### config.mk
export PLATFORM = sky130hd
export DESIGN_NAME = rangos_temp_ctrl
export DESIGN_NICKNAME = d
export VERILOG_FILES = /design/src/rtl/rangos_temp_ctrl.sv
export SDC_FILE = /design/constraint.sdc
export NUM_CORES = 1
export LEC_CHECK = 0
export ABC_AREA = 1
export BUFFER_PORTS_ARGS = -buffer_cell sky130_fd_sc_hd__buf_4
export CAP_MARGIN = 20
export CORE_UTILIZATION = 34
export DETAILED_ROUTE_END_ITERATION = 8
export PLACE_DENSITY_LB_ADDON = 0.25
export SYNTH_ARGS = -nofsm -noshare
export SYNTH_HDL_FRONTEND = slang
export SYNTH_SLANG_ARGS = --single-unit
### constraint.sdc
create_clock -name clk -period 2.25 [get_ports clk]
set_input_delay 0.225 -clock clk [delete_from_list [all_inputs] [get_ports clk]]
set_output_delay 0.225 -clock clk [all_outputs]
set_load 0.005 [all_outputs]
### src/rtl/rangos_temp_ctrl.sv
// Saturating set-point controller: edge-stepped up/down, clamped load, registered outputs.
// Define RANGOS_AUTOREPEAT_EN to add hold-to-auto-repeat (DELAY then periodic REPEAT steps).
module rangos_temp_ctrl #(
   parameter int WIDTH      = 4,
   parameter int MIN_VAL    = 0,
   parameter int MAX_VAL    = 15,
   parameter int RESET_VAL  = 0,
   parameter int REP_DELAY  = 8,
   parameter int REP_PERIOD = 4
) (
   input  logic             clk,
   input  logic             rst,
   input  logic             cup,
   input  logic             cdown,
   input  logic             load,
   input  logic [WIDTH-1:0] load_val,
   output logic [WIDTH-1:0] temp,
   output logic             at_min,
   output logic             at_max,
   output logic             changed
);
   localparam logic [WIDTH:0]   MIN_X   = (WIDTH+1)'(MIN_VAL);
   localparam logic [WIDTH:0]   MAX_X   = (WIDTH+1)'(MAX_VAL);
   localparam logic [WIDTH-1:0] MIN_V   = WIDTH'(MIN_VAL);
   localparam logic [WIDTH-1:0] MAX_V   = WIDTH'(MAX_VAL);
   localparam logic [WIDTH-1:0] RESET_V = WIDTH'(RESET_VAL);

   logic [1:0]       sync_q;
   logic             run;
   logic [WIDTH-1:0] temp_q, temp_d;
   logic             changed_q, changed_d;
   logic             cup_q, cup_d, cdown_q, cdown_d;
   logic             up_edge, dn_edge, step_up, step_dn;
   logic [WIDTH:0]   temp_x, load_x, sum_x;

`ifdef RANGOS_AUTOREPEAT_EN
   typedef enum logic [1:0] {IDLE, DELAY, REPEAT} state_t;
   localparam int CNT_MAX = (REP_DELAY > REP_PERIOD) ? REP_DELAY : REP_PERIOD;
   localparam int CW      = $clog2(CNT_MAX);
   state_t          state_q, state_d;
   logic            dir_up_q, dir_up_d;
   logic [CW-1:0]   cnt_q, cnt_d;
   logic            held;
`else
   logic unused_rep_cfg;
   assign unused_rep_cfg = (REP_DELAY > 0) ^ (REP_PERIOD > 0);
`endif

   // Reset deassertion is synchronised; the core only samples once run is high.
   always_ff @(posedge clk or negedge rst) begin
      if (!rst) sync_q <= 2'b00;
      else      sync_q <= {sync_q[0], 1'b1};
   end
   assign run = sync_q[1];

   always_comb begin
      temp_x    = {1'b0, temp_q};
      load_x    = {1'b0, load_val};
      sum_x     = temp_x + 1'b1;
      up_edge   = cup & ~cup_q;
      dn_edge   = cdown & ~cdown_q;
      step_up   = 1'b0;
      step_dn   = 1'b0;
      temp_d    = temp_q;
      cup_d     = cup;
      cdown_d   = cdown;
`ifdef RANGOS_AUTOREPEAT_EN
      state_d   = state_q;
      dir_up_d  = dir_up_q;
      cnt_d     = cnt_q;
      held      = dir_up_q ? cup : cdown;
`endif
      // Until run, pretend both buttons were already high so a held button is not an edge.
      if (!run) begin
         cup_d   = 1'b1;
         cdown_d = 1'b1;
      end else if (load) begin
         if (load_x < MIN_X)      temp_d = MIN_V;
         else if (load_x > MAX_X) temp_d = MAX_V;
         else                     temp_d = load_val;
`ifdef RANGOS_AUTOREPEAT_EN
         state_d = IDLE;
`endif
      end else if (cup & cdown) begin
`ifdef RANGOS_AUTOREPEAT_EN
         state_d = IDLE;
`endif
      end else if (up_edge) begin
         step_up = 1'b1;
`ifdef RANGOS_AUTOREPEAT_EN
         state_d  = DELAY;
         dir_up_d = 1'b1;
         cnt_d    = '0;
`endif
      end else if (dn_edge) begin
         step_dn = 1'b1;
`ifdef RANGOS_AUTOREPEAT_EN
         state_d  = DELAY;
         dir_up_d = 1'b0;
         cnt_d    = '0;
`endif
      end
`ifdef RANGOS_AUTOREPEAT_EN
      else if (state_q != IDLE) begin
         if (!held) begin
            state_d = IDLE;
         end else if (state_q == DELAY) begin
            if (cnt_q == CW'(REP_DELAY-1)) begin
               step_up = dir_up_q;
               step_dn = ~dir_up_q;
               state_d = REPEAT;
               cnt_d   = '0;
            end else begin
               cnt_d = cnt_q + 1'b1;
            end
         end else begin
            if (cnt_q == CW'(REP_PERIOD-1)) begin
               step_up = dir_up_q;
               step_dn = ~dir_up_q;
               cnt_d   = '0;
            end else begin
               cnt_d = cnt_q + 1'b1;
            end
         end
      end
`endif
      if (step_up && (sum_x <= MAX_X)) temp_d = sum_x[WIDTH-1:0];
      if (step_dn && (temp_x > MIN_X)) temp_d = temp_q - 1'b1;
      changed_d = (temp_d != temp_q);
   end

   always_ff @(posedge clk or negedge rst) begin
      if (!rst) begin
         temp_q    <= RESET_V;
         changed_q <= 1'b0;
         cup_q     <= 1'b0;
         cdown_q   <= 1'b0;
`ifdef RANGOS_AUTOREPEAT_EN
         state_q   <= IDLE;
         dir_up_q  <= 1'b0;
         cnt_q     <= '0;
`endif
      end else begin
         temp_q    <= temp_d;
         changed_q <= changed_d;
         cup_q     <= cup_d;
         cdown_q   <= cdown_d;
`ifdef RANGOS_AUTOREPEAT_EN
         state_q   <= state_d;
         dir_up_q  <= dir_up_d;
         cnt_q     <= cnt_d;
`endif
      end
   end

   assign temp    = temp_q;
   assign changed = changed_q;
   assign at_min  = (temp_q == MIN_V);
   assign at_max  = (temp_q == MAX_V);
endmodule

## Word level (Yosys, flattened, before mapping)

Cells that the tools add are included.
Widths: inputs -> output; s select.

| storage, ports and cells | value |
|---|---|
| output and inout port bits | 7 |
| bits in registers | 9 |
| logic and storage cells | 34 |

| cells by class | value |
|---|---|
| reduce and logical (&&, ||, !) cells | 3 |
| bitwise logic cells | 5 |
| equality and inequality tests | 2 |
| multiplexer cells | 15 |
| $add $sub $neg | 2 |
| order comparisons | 2 |

Operators with widths:

| kind | count |
|---|---|
| $mux 4 | 4 |
| $mux 1 | 11 |
| $add 4x1->5 const B | 1 |
| $le 5x4->1 const B | 1 |
| $eq 4x4->1 const B | 1 |
| $gt 4x1->1 const B | 1 |
| $logic_not 4->1 | 1 |
| $ne 4x4->1 | 1 |
| $sub 4x1->4 const B | 1 |
| $and 1x1->1 | 3 |
| $logic_and 1x1->1 | 2 |
| $not 1->1 | 2 |

## Logic depth before layout (Yosys ltp)

| logic depth | value |
|---|---|
| word-level depth | 10 |
| depth in mapped cells | 14 |
| depth with buffers taken out | 14 |

## Worst setup path after synthesis

No wires, ideal clock.

| timing path | value |
|---|---|
| path kind | register -> register |
| start | register temp_q[1] (netlist: temp[1]) |
| end | register changed_q (netlist: changed) |
| period minus slack after synthesis | 1,683 ps |
| arrival | 1,564 ps |
| path buffers | 0 |
| required time | 2,131 ps |
| library setup time | 119 ps |
| cell stages (with the launch flop) | 12 |
| setup slack | 567 ps |
| path through | dfrtp_1 inv_1 ha_1 nand3_1 nor2_2 nand2_2 nand2_4 nand2_2 o21ai_1 nand2_1 a21oi_1 nand2_1 |

| on the way | value |
|---|---|
| word-level cells in the longest chain between the ends | 6 |
| elaborated cells on any way between the ends | 11 |
| those cells by class | 2 x add/sub; 2 x order compare; 1 x eq/ne; 4 x mux; 2 x reduce/logical |

Ends and longest elaborated chain:

| item | line | text |
|---|---|---|
| from (decl) | 30 | `logic [WIDTH-1:0] temp_q, temp_d;` |
| from (signal assigned) | 144 | `temp_q <= temp_d;` |
| $add 4x1->5 | 59 | `sum_x = temp_x + 1'b1;` |
| $le 5x4->1 | 127 | `if (step_up && (sum_x <= MAX_X)) temp_d = sum_x[WIDTH-1:0];` |
| $logic_and 1x1->1 | 127 |  |
| $mux 4 | 127 |  |
| $mux 4 | 128 | `if (step_dn && (temp_x > MIN_X)) temp_d = temp_q - 1'b1;` |
| $ne 4x4->1 * | 129 | `changed_d = (temp_d != temp_q);` |
| net changed_d | 31 | `logic changed_q, changed_d;` |
| to (signal assigned) | 145 | `changed_q <= changed_d;` |
| to (decl) | 31 |  |

Mark *: on every way through the listed nets, which the timed path passes. The rest lies on a longest branch.

## Worst setup path after layout

Ends and elaborated chain as after synthesis.

==> out/results.tsv <==
metric	value	unit
Setup Slack @ Placement	338.7	ps
total gr overflow	0	
simple-gate share of the synthesized area	46.30	%
Yosys top cell by area	dfrtp_1	
IR drop worst, VDD	0.3726	mV
main combinational cell family by area after synthesis	simple AND/OR/NAND/NOR gates	
share of total power in the clock network	23.3	%
LEAKAGE	0.4598	nW
core area	2002	sq um
switching part of the total power	37.86	%
IO Count	16	
GR Util All Layers	15.43	%
mux contribution to synthesized area	0	%
share of cells above drive strength 1	33.86	%
number of CTS-inserted buffers	3	
initial antenna violation count	0	
adder-cell share of the synthesized area	5.051	%
top achievable clock speed	526.8	MHz
Max Cap Viol	0	
clk root buf	clkbuf_4	
total power	0.5452	mW
most instantiated library cell after synthesis	nand2_1	
wirelength, routed	1589	um
EDFF count, synth	0	
fin cells	154	
Mapped Area	743.2	sq um
Pre-antenna DRT Iters	4	
initial core utilization	37.13	%
crit-path cells	inv_1 > ha_1 > nand3_1 > nor2_2 > nand2_2 > nand2_4 > nand2_2 > o21ai_1 > nand2_1 > a21oi_1 > nand2_1	
average cell area after synthesis	6.882	sq um
utilization after layout	45.69	%
Reg power frac	38.9	%
Final ANT Viol Nets	0	
ys async rst share	100.0	%
switching pwr	0.2064	mW
Setup Viol. Count Final	0	
register area share after synthesis	30.30	%
post-synthesis compound-gate area fraction	6.566	%
Worst EP arrival	2040	ps
final hold vios	0	
Synth Register Bits	9	
cells taking the most area after synthesis	dfrtp_1 30%, nand2_1 12%, nand2_2 9.3%	
RSZ-0062 raised after global routing	false	
worst path required time	2400	ps
Unique masters post-synth	24	
Slew Viols, Final	0	
Port Buffers	15	
Worst Hold Class	in -> reg	
minimum clock period	1898	ps
clk_skew	2.682	ps
clk_lat worst skew	260	ps
RD Place Congestion	0.8625	
slowest stage cell, crit path	dfrtp_1	
status	completed	
period utilization	84.37	%
XOR/XNOR Fraction of Synth Area	1.178	%
synth cell count leaders	24 x nand2_1, 13 x nand3_1, 11 x nand2_2, 10 x inv_1, 9 x dfrtp_1	
CP Class	reg -> reg	
Inserted Diodes	0	
top-area cell type share of the netlist area	30.30	%
Chip Height	48.76	um
detailed placer's ending HPWL	1285	um
CTS tree	done	
Syn Nets	120	
DRC	0	
die width	48.76	um
cell count after synthesis	108	
first-pass GRT wire length	2787	um
vias in the first global route	632	
pin count of the biggest net entering global routing	11	
Placed Cells	149	
initial DRC count	15	
vias per inst	4.526	
Area growth, synth to finish	23.06	%
die area	2377	sq um
pwr dens	596.1	nW/um^2
clock buffer depth	2	
crit end category	flip-flop	
clock sink count	9	
Critical Path Fanout Max	8	
Top FF cell, synth	dfrtp_1	
Rows	16	
Vias	697	
Setup WS post-layout	351.7	ps
Startpoint Class	flip-flop	
CTS clk-pin slew, worst paths	60	ps
nets	140	
Yosys Warn Count	0	
Int Pwr	0.3388	mW
combinational group share of total power	37.8	%
TNS Setup	0	ps
Avg WL per Cell	10.32	um
H-Tree Depth	1	
max incr delay on CP	470	ps
==> worst max-delay path: cells and delay by family, from the launching register on <==
| kind | cells | cell delay (ps) |
|---|---|---|
| and+or+nand+nor | 7 | 600 |
| DFF | 1 | 470 |
| adders and majority gates | 1 | 310 |
| AOI/OAI and AO/OA | 2 | 280 |
| buffers and inverters | 1 | 120 |
==> cells in the final DEF, fill, tap and decap left out <==
| cell type | instances |
|---|---|
| xnor2_1 | 1 |
| o21ai_0 | 5 |
| nor3_2 | 1 |
| nand2_2 | 11 |
| nand3b_1 | 2 |
| inv_2 | 7 |
| clkbuf_1 | 1 |
| inv_1 | 10 |
| nand2_4 | 1 |
| buf_4 | 15 |
| nor3_1 | 1 |
| clkbuf_4 | 3 |
| a21oi_1 | 1 |
| dfrtp_1 | 9 |
| nand3_1 | 13 |
| conb_1 | 1 |
| nor2_1 | 7 |
| dlygate4sd3_1 | 1 |
| nand2_1 | 24 |
| ha_1 | 3 |
| o21ai_1 | 2 |
| nand3_2 | 1 |
| nor2_2 | 2 |
| or2_1 | 1 |
| nor2_4 | 1 |
| nand4_1 | 2 |
| o21ai_2 | 1 |
==> state kept, by name, summed over array words and instances, names as in the netlist <==
register	count
cup_q	1
sync_q	2
cdown_q	1
changed	1
temp	4
==> timing repair <==
action / 4_1_cts / 5_1_grt
buffers inserted: 0 / 0
hold buffers: 1 / 0
resized for setup: 0 / 0
endpoints found under the hold margin: 9 / 0
==> final timing paths <==
path / start / end / slack [ps] / cells after the start
min: cdown / cdown_q / 170 / 3
max reg2reg: temp[1] / changed / 350 / 11
min reg2reg: sync_q[0] / sync_q[1] / 350 / 0
min in group asynchronous: rst / cdown_q / 320 / 2
max: temp[1] / changed / 350 / 11
max in group asynchronous: rst / temp[1] / 1790 / 2
==> power groups by stage <==
stage               registers [mW]  clock network, mW  logic [mW]
CTS                          0.212              0.134       0.209
floorplan                    0.204                  0       0.150
finish                       0.212              0.127       0.206
global route                 0.217              0.141       0.238
global placement             0.215                  0       0.206
detailed placement           0.215                  0       0.206
==> through the flow <==
| stage | hold slack [ps] | area [sq um] |
|---|---|---|
| detailed placement | 58.06 | 878.3 |
| global route | 173.7 | 914.6 |
| finish | 174.8 | 914.6 |
| global placement | 59.93 | 878.3 |
| CTS | 169.6 | 914.6 |
| floorplan | -70.59 | 743.2 |
==> layout make-up <==
cell class	instances	area [sq um]
fill	221	1087
tap	27	33.78
inverter	17	63.81
clock buffer	4	26.28
sequential	9	225.2
multi-input combinational	81	442.9
timing repair buffer	16	122.6
==> cells by family after synthesis <==
group | after synthesis
AO/OA/AOI/OAI | 9
buffers and inverters | 18
XOR/XNOR | 1
adder cells (fa/ha/maj) | 3
flip-flops | 9
AND/OR/NAND/NOR | 67
other | 1
==> layer usage <==
layer | vias up | track usage [%] | wire [um]
li1 | 378 | - | -
met1 | 304 | 20.43 | 748
met2 | 15 | 25.00 | 766
met3 | 0 | 4.403 | 74
met4 | 0 | 2.941 | 0
met5 | - | 0 | 0
(Power assumes the default switching activity.)
